**src/rtl/isa_pkg.sv**
```systemverilog
// isa_pkg: 9-bit ISA definitions shared by encoder and decoder, plus the request encoder
package isa_pkg;
  typedef enum logic [2:0] {
    OP_STR, OP_LDR, OP_MOV, OP_SHIFT, OP_SADD, OP_JUMP, OP_XOR, OP_AND
  } opcode_t;
  typedef enum logic [4:0] {
    M_STR, M_LDR, M_MOV, M_SHR, M_SHL, M_ADD, M_SUB, M_COPY, M_ABS, M_CMP,
    M_BLE, M_BLT, M_BEQ, M_BNE, M_BGE, M_BGT, M_BR, M_BOF, M_ADD1, M_ADD2, M_SUB1,
    M_XOR, M_AND
  } mnemonic_t;
  localparam logic [1:0] SUB_ADD  = 2'd0;
  localparam logic [1:0] SUB_SUB  = 2'd1;
  localparam logic [1:0] SUB_COPY = 2'd2;
  localparam logic [1:0] SUB_ABS  = 2'd3;
  localparam logic [3:0] C_BLE  = 4'b0100;
  localparam logic [3:0] C_BLT  = 4'b0101;
  localparam logic [3:0] C_BEQ  = 4'b0110;
  localparam logic [3:0] C_BNE  = 4'b0111;
  localparam logic [3:0] C_BGE  = 4'b1000;
  localparam logic [3:0] C_BGT  = 4'b1010;
  localparam logic [3:0] C_BR   = 4'b1011;
  localparam logic [3:0] C_ADD1 = 4'b1100;
  localparam logic [3:0] C_ADD2 = 4'b1101;
  localparam logic [3:0] C_SUB1 = 4'b1110;
  localparam logic [3:0] C_BOF  = 4'b1111;
  typedef struct packed {
    logic       ok;
    logic [8:0] word;
  } enc_t;
  function automatic enc_t encode(input logic [4:0] kind, input logic [1:0] rd, ra, rb,
                                  input logic [3:0] imm);
    enc_t e;
    e.ok   = 1'b1;
    e.word = '0;
    case (kind)
      M_STR:  begin e.word = {OP_STR, rd, ra, imm[1:0]}; e.ok = imm <= 4'd3; end
      M_LDR:  begin e.word = {OP_LDR, rd, ra, imm[1:0]}; e.ok = imm <= 4'd3; end
      M_MOV:  e.word = {OP_MOV, rd, imm};
      M_SHR:  begin e.word = {OP_SHIFT, rd, imm}; e.ok = imm <= 4'd7; end
      // left shifts are encoded as a right rotate by 16-n
      M_SHL:  begin e.word = {OP_SHIFT, rd, 4'd0 - imm}; e.ok = imm != 4'd0 && imm <= 4'd8; end
      M_ADD:  e.word = {OP_SADD, SUB_ADD, ra, rb};
      M_SUB:  e.word = {OP_SADD, SUB_SUB, ra, rb};
      M_COPY: e.word = {OP_SADD, SUB_COPY, ra, rb};
      M_ABS:  e.word = {OP_SADD, SUB_ABS, ra, rb};
      M_CMP:  e.word = {OP_JUMP, 2'b00, ra, rb};
      M_BLE:  e.word = {OP_JUMP, C_BLE, rb};
      M_BLT:  e.word = {OP_JUMP, C_BLT, rb};
      M_BEQ:  e.word = {OP_JUMP, C_BEQ, rb};
      M_BNE:  e.word = {OP_JUMP, C_BNE, rb};
      M_BGE:  e.word = {OP_JUMP, C_BGE, rb};
      M_BGT:  e.word = {OP_JUMP, C_BGT, rb};
      M_BR:   e.word = {OP_JUMP, C_BR, rb};
      M_BOF:  e.word = {OP_JUMP, C_BOF, rb};
      M_ADD1: e.word = {OP_JUMP, C_ADD1, rb};
      M_ADD2: e.word = {OP_JUMP, C_ADD2, rb};
      M_SUB1: e.word = {OP_JUMP, C_SUB1, rb};
      M_XOR:  e.word = {OP_XOR, rd, ra, rb};
      M_AND:  e.word = {OP_AND, rd, ra, rb};
      default: e.ok = 1'b0;
    endcase
    return e;
  endfunction
endpackage

```
**src/rtl/instr_fifo.sv**
```systemverilog
// instr_fifo: synchronous FIFO for encoded words (push/pop/wdata in; rdata head, full, empty out)
module instr_fifo #(
  parameter int DEPTH = 4,
  parameter int W = 9
) (
  input  logic         clk,
  input  logic         rst_n,
  input  logic         push,
  input  logic         pop,
  input  logic [W-1:0] wdata,
  output logic [W-1:0] rdata,
  output logic         full,
  output logic         empty
);
  localparam int AW = $clog2(DEPTH);
  logic [W-1:0] mem [DEPTH];
  logic [AW:0] wp, rp;
  always_ff @(posedge clk or negedge rst_n)
    if (!rst_n) begin
      wp <= '0;
      rp <= '0;
    end else begin
      if (push) wp <= wp + 1'b1;
      if (pop) rp <= rp + 1'b1;
    end
  always_ff @(posedge clk)
    if (push) mem[wp[AW-1:0]] <= wdata;
  assign rdata = mem[rp[AW-1:0]];
  assign empty = wp == rp;
  assign full  = wp[AW] != rp[AW] && wp[AW-1:0] == rp[AW-1:0];
endmodule

```
**src/rtl/instr_encoder_loader.sv**
```systemverilog
// instr_encoder_loader: encodes mnemonic requests into 9-bit words and writes them to instruction memory
//   start/base_addr open a session; req_* is the valid/ready request stream;
//   im_we/im_ready/im_addr/im_wdata is the memory write port; busy/done/err/err_cnt/words_written report status
module instr_encoder_loader
  import isa_pkg::*;
#(
  parameter int ADDR_W = 8,
  parameter int FIFO_DEPTH = 4
) (
  input  logic              clk,
  input  logic              rst_n,
  input  logic              start,
  input  logic [ADDR_W-1:0] base_addr,
  input  logic              req_valid,
  output logic              req_ready,
  input  logic [4:0]        req_kind,
  input  logic              req_last,
  input  logic [1:0]        req_rd,
  input  logic [1:0]        req_ra,
  input  logic [1:0]        req_rb,
  input  logic [3:0]        req_imm,
  output logic              im_we,
  input  logic              im_ready,
  output logic [ADDR_W-1:0] im_addr,
  output logic [8:0]        im_wdata,
  output logic              busy,
  output logic              done,
  output logic              err,
  output logic [7:0]        err_cnt,
  output logic [ADDR_W:0]   words_written
);
  typedef enum logic [1:0] {IDLE, LOAD, DRAIN, DONE} state_t;
  state_t state;
  enc_t enc;
  logic full, empty, accept, push, pop;
  logic [8:0] head;
  assign enc       = encode(req_kind, req_rd, req_ra, req_rb, req_imm);
  assign req_ready = state == LOAD && !full;
  assign accept    = req_valid && req_ready;
  assign push      = accept && enc.ok;
  assign im_we     = (state == LOAD || state == DRAIN) && !empty;
  assign pop       = im_we && im_ready;
  // stale RAM content is masked so the data bus reads 0 whenever nothing is offered
  assign im_wdata  = im_we ? head : '0;
  assign busy      = state != IDLE;
  instr_fifo #(.DEPTH(FIFO_DEPTH), .W(9)) u_fifo (
    .clk(clk), .rst_n(rst_n), .push(push), .pop(pop), .wdata(enc.word),
    .rdata(head), .full(full), .empty(empty)
  );
  always_ff @(posedge clk or negedge rst_n)
    if (!rst_n) begin
      state <= IDLE;
      im_addr <= '0;
      words_written <= '0;
      done <= 1'b0;
      err <= 1'b0;
      err_cnt <= '0;
    end else begin
      done <= 1'b0;
      err <= accept && !enc.ok;
      if (accept && !enc.ok && err_cnt != 8'hFF) err_cnt <= err_cnt + 1'b1;
      if (pop) begin
        im_addr <= im_addr + 1'b1;
        words_written <= words_written + 1'b1;
      end
      case (state)
        IDLE: if (start) begin
          state <= LOAD;
          im_addr <= base_addr;
          words_written <= '0;
        end
        LOAD: if (accept && req_last) state <= DRAIN;
        DRAIN: if (empty) begin
          state <= DONE;
          done <= 1'b1;
        end
        default: state <= IDLE;
      endcase
    end
endmodule

```
**config.mk**
```make
export PLATFORM = sky130hd
export DESIGN_NAME = instr_encoder_loader
export DESIGN_NICKNAME = d
export VERILOG_FILES = /design/src/rtl/isa_pkg.sv /design/src/rtl/instr_fifo.sv /design/src/rtl/instr_encoder_loader.sv
export SDC_FILE = /design/constraint.sdc
export NUM_CORES = 1
export LEC_CHECK = 0
export ABC_AREA = 1
export BUFFER_PORTS_ARGS = -buffer_cell sky130_fd_sc_hd__buf_4
export CORE_MARGIN = 2
export CORE_UTILIZATION = 45
export CTS_BUF_LIST = sky130_fd_sc_hd__clkbuf_4
export DETAILED_ROUTE_END_ITERATION = 8
export PLACE_DENSITY = 0.76
export SLEW_MARGIN = 10
export SYNTH_ARGS = -nofsm -noshare
export SYNTH_HDL_FRONTEND = slang
export SYNTH_SLANG_ARGS = --single-unit
```
**constraint.sdc**
```tcl
create_clock -name clk -period 5.44 [get_ports clk]
set_clock_uncertainty 0.05 [all_clocks]
set_input_delay 0.544 -clock clk [delete_from_list [all_inputs] [get_ports clk]]
set_output_delay 0.544 -clock clk [all_outputs]
set_load 0.01 [all_outputs]
```
==> qor.csv <==
stage;metric;value;unit
status;status;complete, no violations;
synthesis;top_reg_cell synth;edfxtp_1;
finish;fillcell total;753;
finish;Util after Layout;55.0;%
synthesis;synth top area cells;edfxtp_1, dfrtp_1, nand2_1, nor2_1, inv_1;
finish;design area;4790;um2
synthesis;Synth warnings;0;
clocking;H-tree depth;3;
power;Peak VDD IR;0.000224;V
flow_run;max_cap viols;0;
die;chip width;98.7;um
place;dpl hpwl;6.92;mm
grt;largest net degree at the start of global routing;36;
place;Post-DP Area;4620;um2
setup_path;Startpoint Class;flop;
timing;period utilization;57.4;%
finish;layout cells sized above 1;18.1;%
setup_path;Worst Setup End Kind;flop;
setup_path;CP max stage delay;800;ps
power;leakage;0.00226;uW
die;standard-cell rows;34;
grt;initial antenna violation count;0;
setup_path;crit path max fanout;21;
setup_path;Worst Setup Path Type;reg2reg;
grt;vias in the first global route;3289;
routing;vias per inst;5.20;
grt;gr usage total;19.8;%
die;Starting Density;46.2;%
clocking;CTS Hold Bufs;0;
clocking;setup bufs post-CTS;0;
setup_path;Data arrival, critical path;3120;ps
setup_path;most used cell, CP;nor2_1;
die;# IOs;68;
routing;initial DRC count;249;
synthesis;synthesized area per cell;8.29;um2
die;die area;9730;um2
timing;RSZ-0062 raised after global routing;false;
synthesis;Synth top area share;26.8;%
timing;minimum clock period;3120;ps
place;GPL Wtd Cong;0.905;
routing;WL per Instance;14.2;um
setup_path;Slowest cell on crit path;dfrtp_1;
timing;hold_ws;2.79;ps
die;Core Region;8720;um2
place;port bufs;67;
routing;total number of vias;3464;
min_path;hold crit path type;in2async;
finish;P&R area growth vs syn;18.9;%
timing;Slew Limit Fails;0;
power;pwr/cell area;496;nW/um2
synthesis;cell with the most instances after synthesis;nand2_1;
timing;Slew headroom;48.8;%
clocking;TritonCTS clock tree;done;
routing;First-pass DRT Iterations;5;
synthesis;Synth async-reset ratio;49.3;%
routing;Residual DRC;0;
grt;gr ovfl total;0;
timing;Least-Margin Pin Slew;765;ps
synthesis;Gate Count Post-Synth;486;
synthesis;Cell Area, Synth;4030;um2
setup_path;worst path cell trace;xor2_1 -> nor2_1 -> nand2_1 -> nand2_1 -> nor2_1 -> o21ai_2 -> nor2_1;
clocking;# resized after CTS;0;
clocking;Num CTS Buffers;9;
synthesis;Synth Net Count;527;
synthesis;dominant cell type by area after synthesis;edfxtp_1;
routing;Routed WL;9.48;mm
clocking;Clock transition at path regs;130;ps
timing;upper clock frequency limit;0.320;GHz
synthesis;register area share after synthesis;48.5;%
synthesis;Yosys cell types;29;
timing;final hold vios;0;
finish;Nets;594;
clocking;clock root buffer;clkbuf_4;
synthesis;flip-flop and latch count after synthesis;71;
power;total power;2380;uW
clocking;Sink Count;71;
timing;Setup TNS;0;ps
grt;global-route wire length before repair;15.5;mm
clocking;CTS max path bufs;2;
synthesis;EDFF count, synth;36;
timing;final setup fails;0;
clocking;worst-skew pair later-pin latency;420;ps
finish;# diodes;0;
die;Die H;98.7;um
setup_path;Crit path required time;5440;ps
routing;post-route antenna net violation count;0;
synthesis;most frequent cells after synthesis;nand2_1, nor2_1, inv_1;
[worst max-delay path, delay by kind of cell (launching register included)]
| family | cells | cell delay, ps |
|---|---|---|
| DFF | 1 | 800 |
| AOI/OAI and AO/OA | 1 | 280 |
| xor gates and xnor gates | 1 | 190 |
| and+or+nand+nor | 5 | 1430 |
[sequential cells by signal, summed over array words and instances, names as in the netlist]
| register | count |
|---|---|
| done | 1 |
| u_fifo.mem | 36 |
| im_addr | 8 |
| u_fifo.wp | 3 |
| words_written | 9 |
| state | 2 |
| err_cnt | 8 |
| err | 1 |
| u_fifo.rp | 3 |
[per-layer routing]
metal	share of wire, %	track usage [%]	vias up	wire length, um
met5	0	0	-	0
met4	1.5	8.01	0	145
met3	3.2	2.91	14	305
met2	53	35.0	72	5030
met1	42	24.5	1628	4000
li1	-	-	1750	-
[layout by cell type, fill, tap and decap left out]
cell type	synthesis	final
nand2_1	108	108
buf_4	1	67
nor2_1	67	66
inv_1	51	51
nand3_1	36	36
edfxtp_1	36	36
dfrtp_1	35	35
o21ai_0	32	32
nand4_1	20	20
a21oi_1	16	16
xor2_1	14	14
nor3_1	13	13
ha_1	12	12
xnor2_1	9	9
clkbuf_4	0	9
nor2_2	4	5
or2_2	4	4
nand2_2	3	3
inv_6	0	3
o2111ai_1	2	2
a31oi_1	2	2
nor2_4	2	2
clkinv_1	2	2
nand3_4	2	2
bufinv_16	0	2
clkinv_4	0	2
a221oi_1	1	1
o21ai_1	1	1
o211ai_1	1	1
o21ai_2	1	1
nor2_8	1	1
[kinds of logic after synthesis]
group / count (synthesis) / share of synthesized area [%]
and+or+nand+nor: 260 / 29.1
DFF: 71 / 48.5
buffers and inverters: 64 / 6.18
AOI/OAI and AO/OA: 56 / 7.45
xor gates and xnor gates: 23 / 5.00
adders and majority gates: 12 / 3.72
[power by group]
group / internal, uW / total (uW) / leakage [uW] / switching [uW]
Combinational: 464 / 1120 / 0.00140 / 659
Clock: 193 / 398 / 0.0000915 / 205
Sequential: 692 / 854 / 0.000770 / 162
Total: 1350 / 2380 / 0.00226 / 1030
[path summary, 6_finish.rpt]
kind | from | to | slack, ps | depth (start not counted)
max in group asynchronous | rst_n | err_cnt[1] | 5010 | 1
worst max register to register | u_fifo.rp[0] | u_fifo.mem[0][1] | 2320 | 7
worst max-delay path | u_fifo.rp[0] | u_fifo.mem[0][1] | 2320 | 7
worst min-delay path | rst_n | words_written[8] | 3 | 1
min in group clk | base_addr[2] | im_addr[2] | 280 | 3
worst min register to register | u_fifo.rp[2] | u_fifo.rp[2] | 460 | 1
[cell type report]
type	instances	area, um2	share of cell area, %
Clock inverter	7	104	2.17
Sequential cell	71	1960	40.8
Multi-Input combinational cell	351	1830	38.1
Clock buffer	9	67.6	1.41
Tap cell	108	135	2.82
Timing Repair Buffer	67	503	10.5
Inverter	53	199	4.15
[metrics by stage]
stage	instances	setup slack, ps
2_1_floorplan	486	3150
3_3_place_gp	650	2440
3_5_place_dp	650	2370
4_1_cts	666	2310
5_1_grt	666	1990
6_report	666	2320
(Power assumes the default switching activity.)
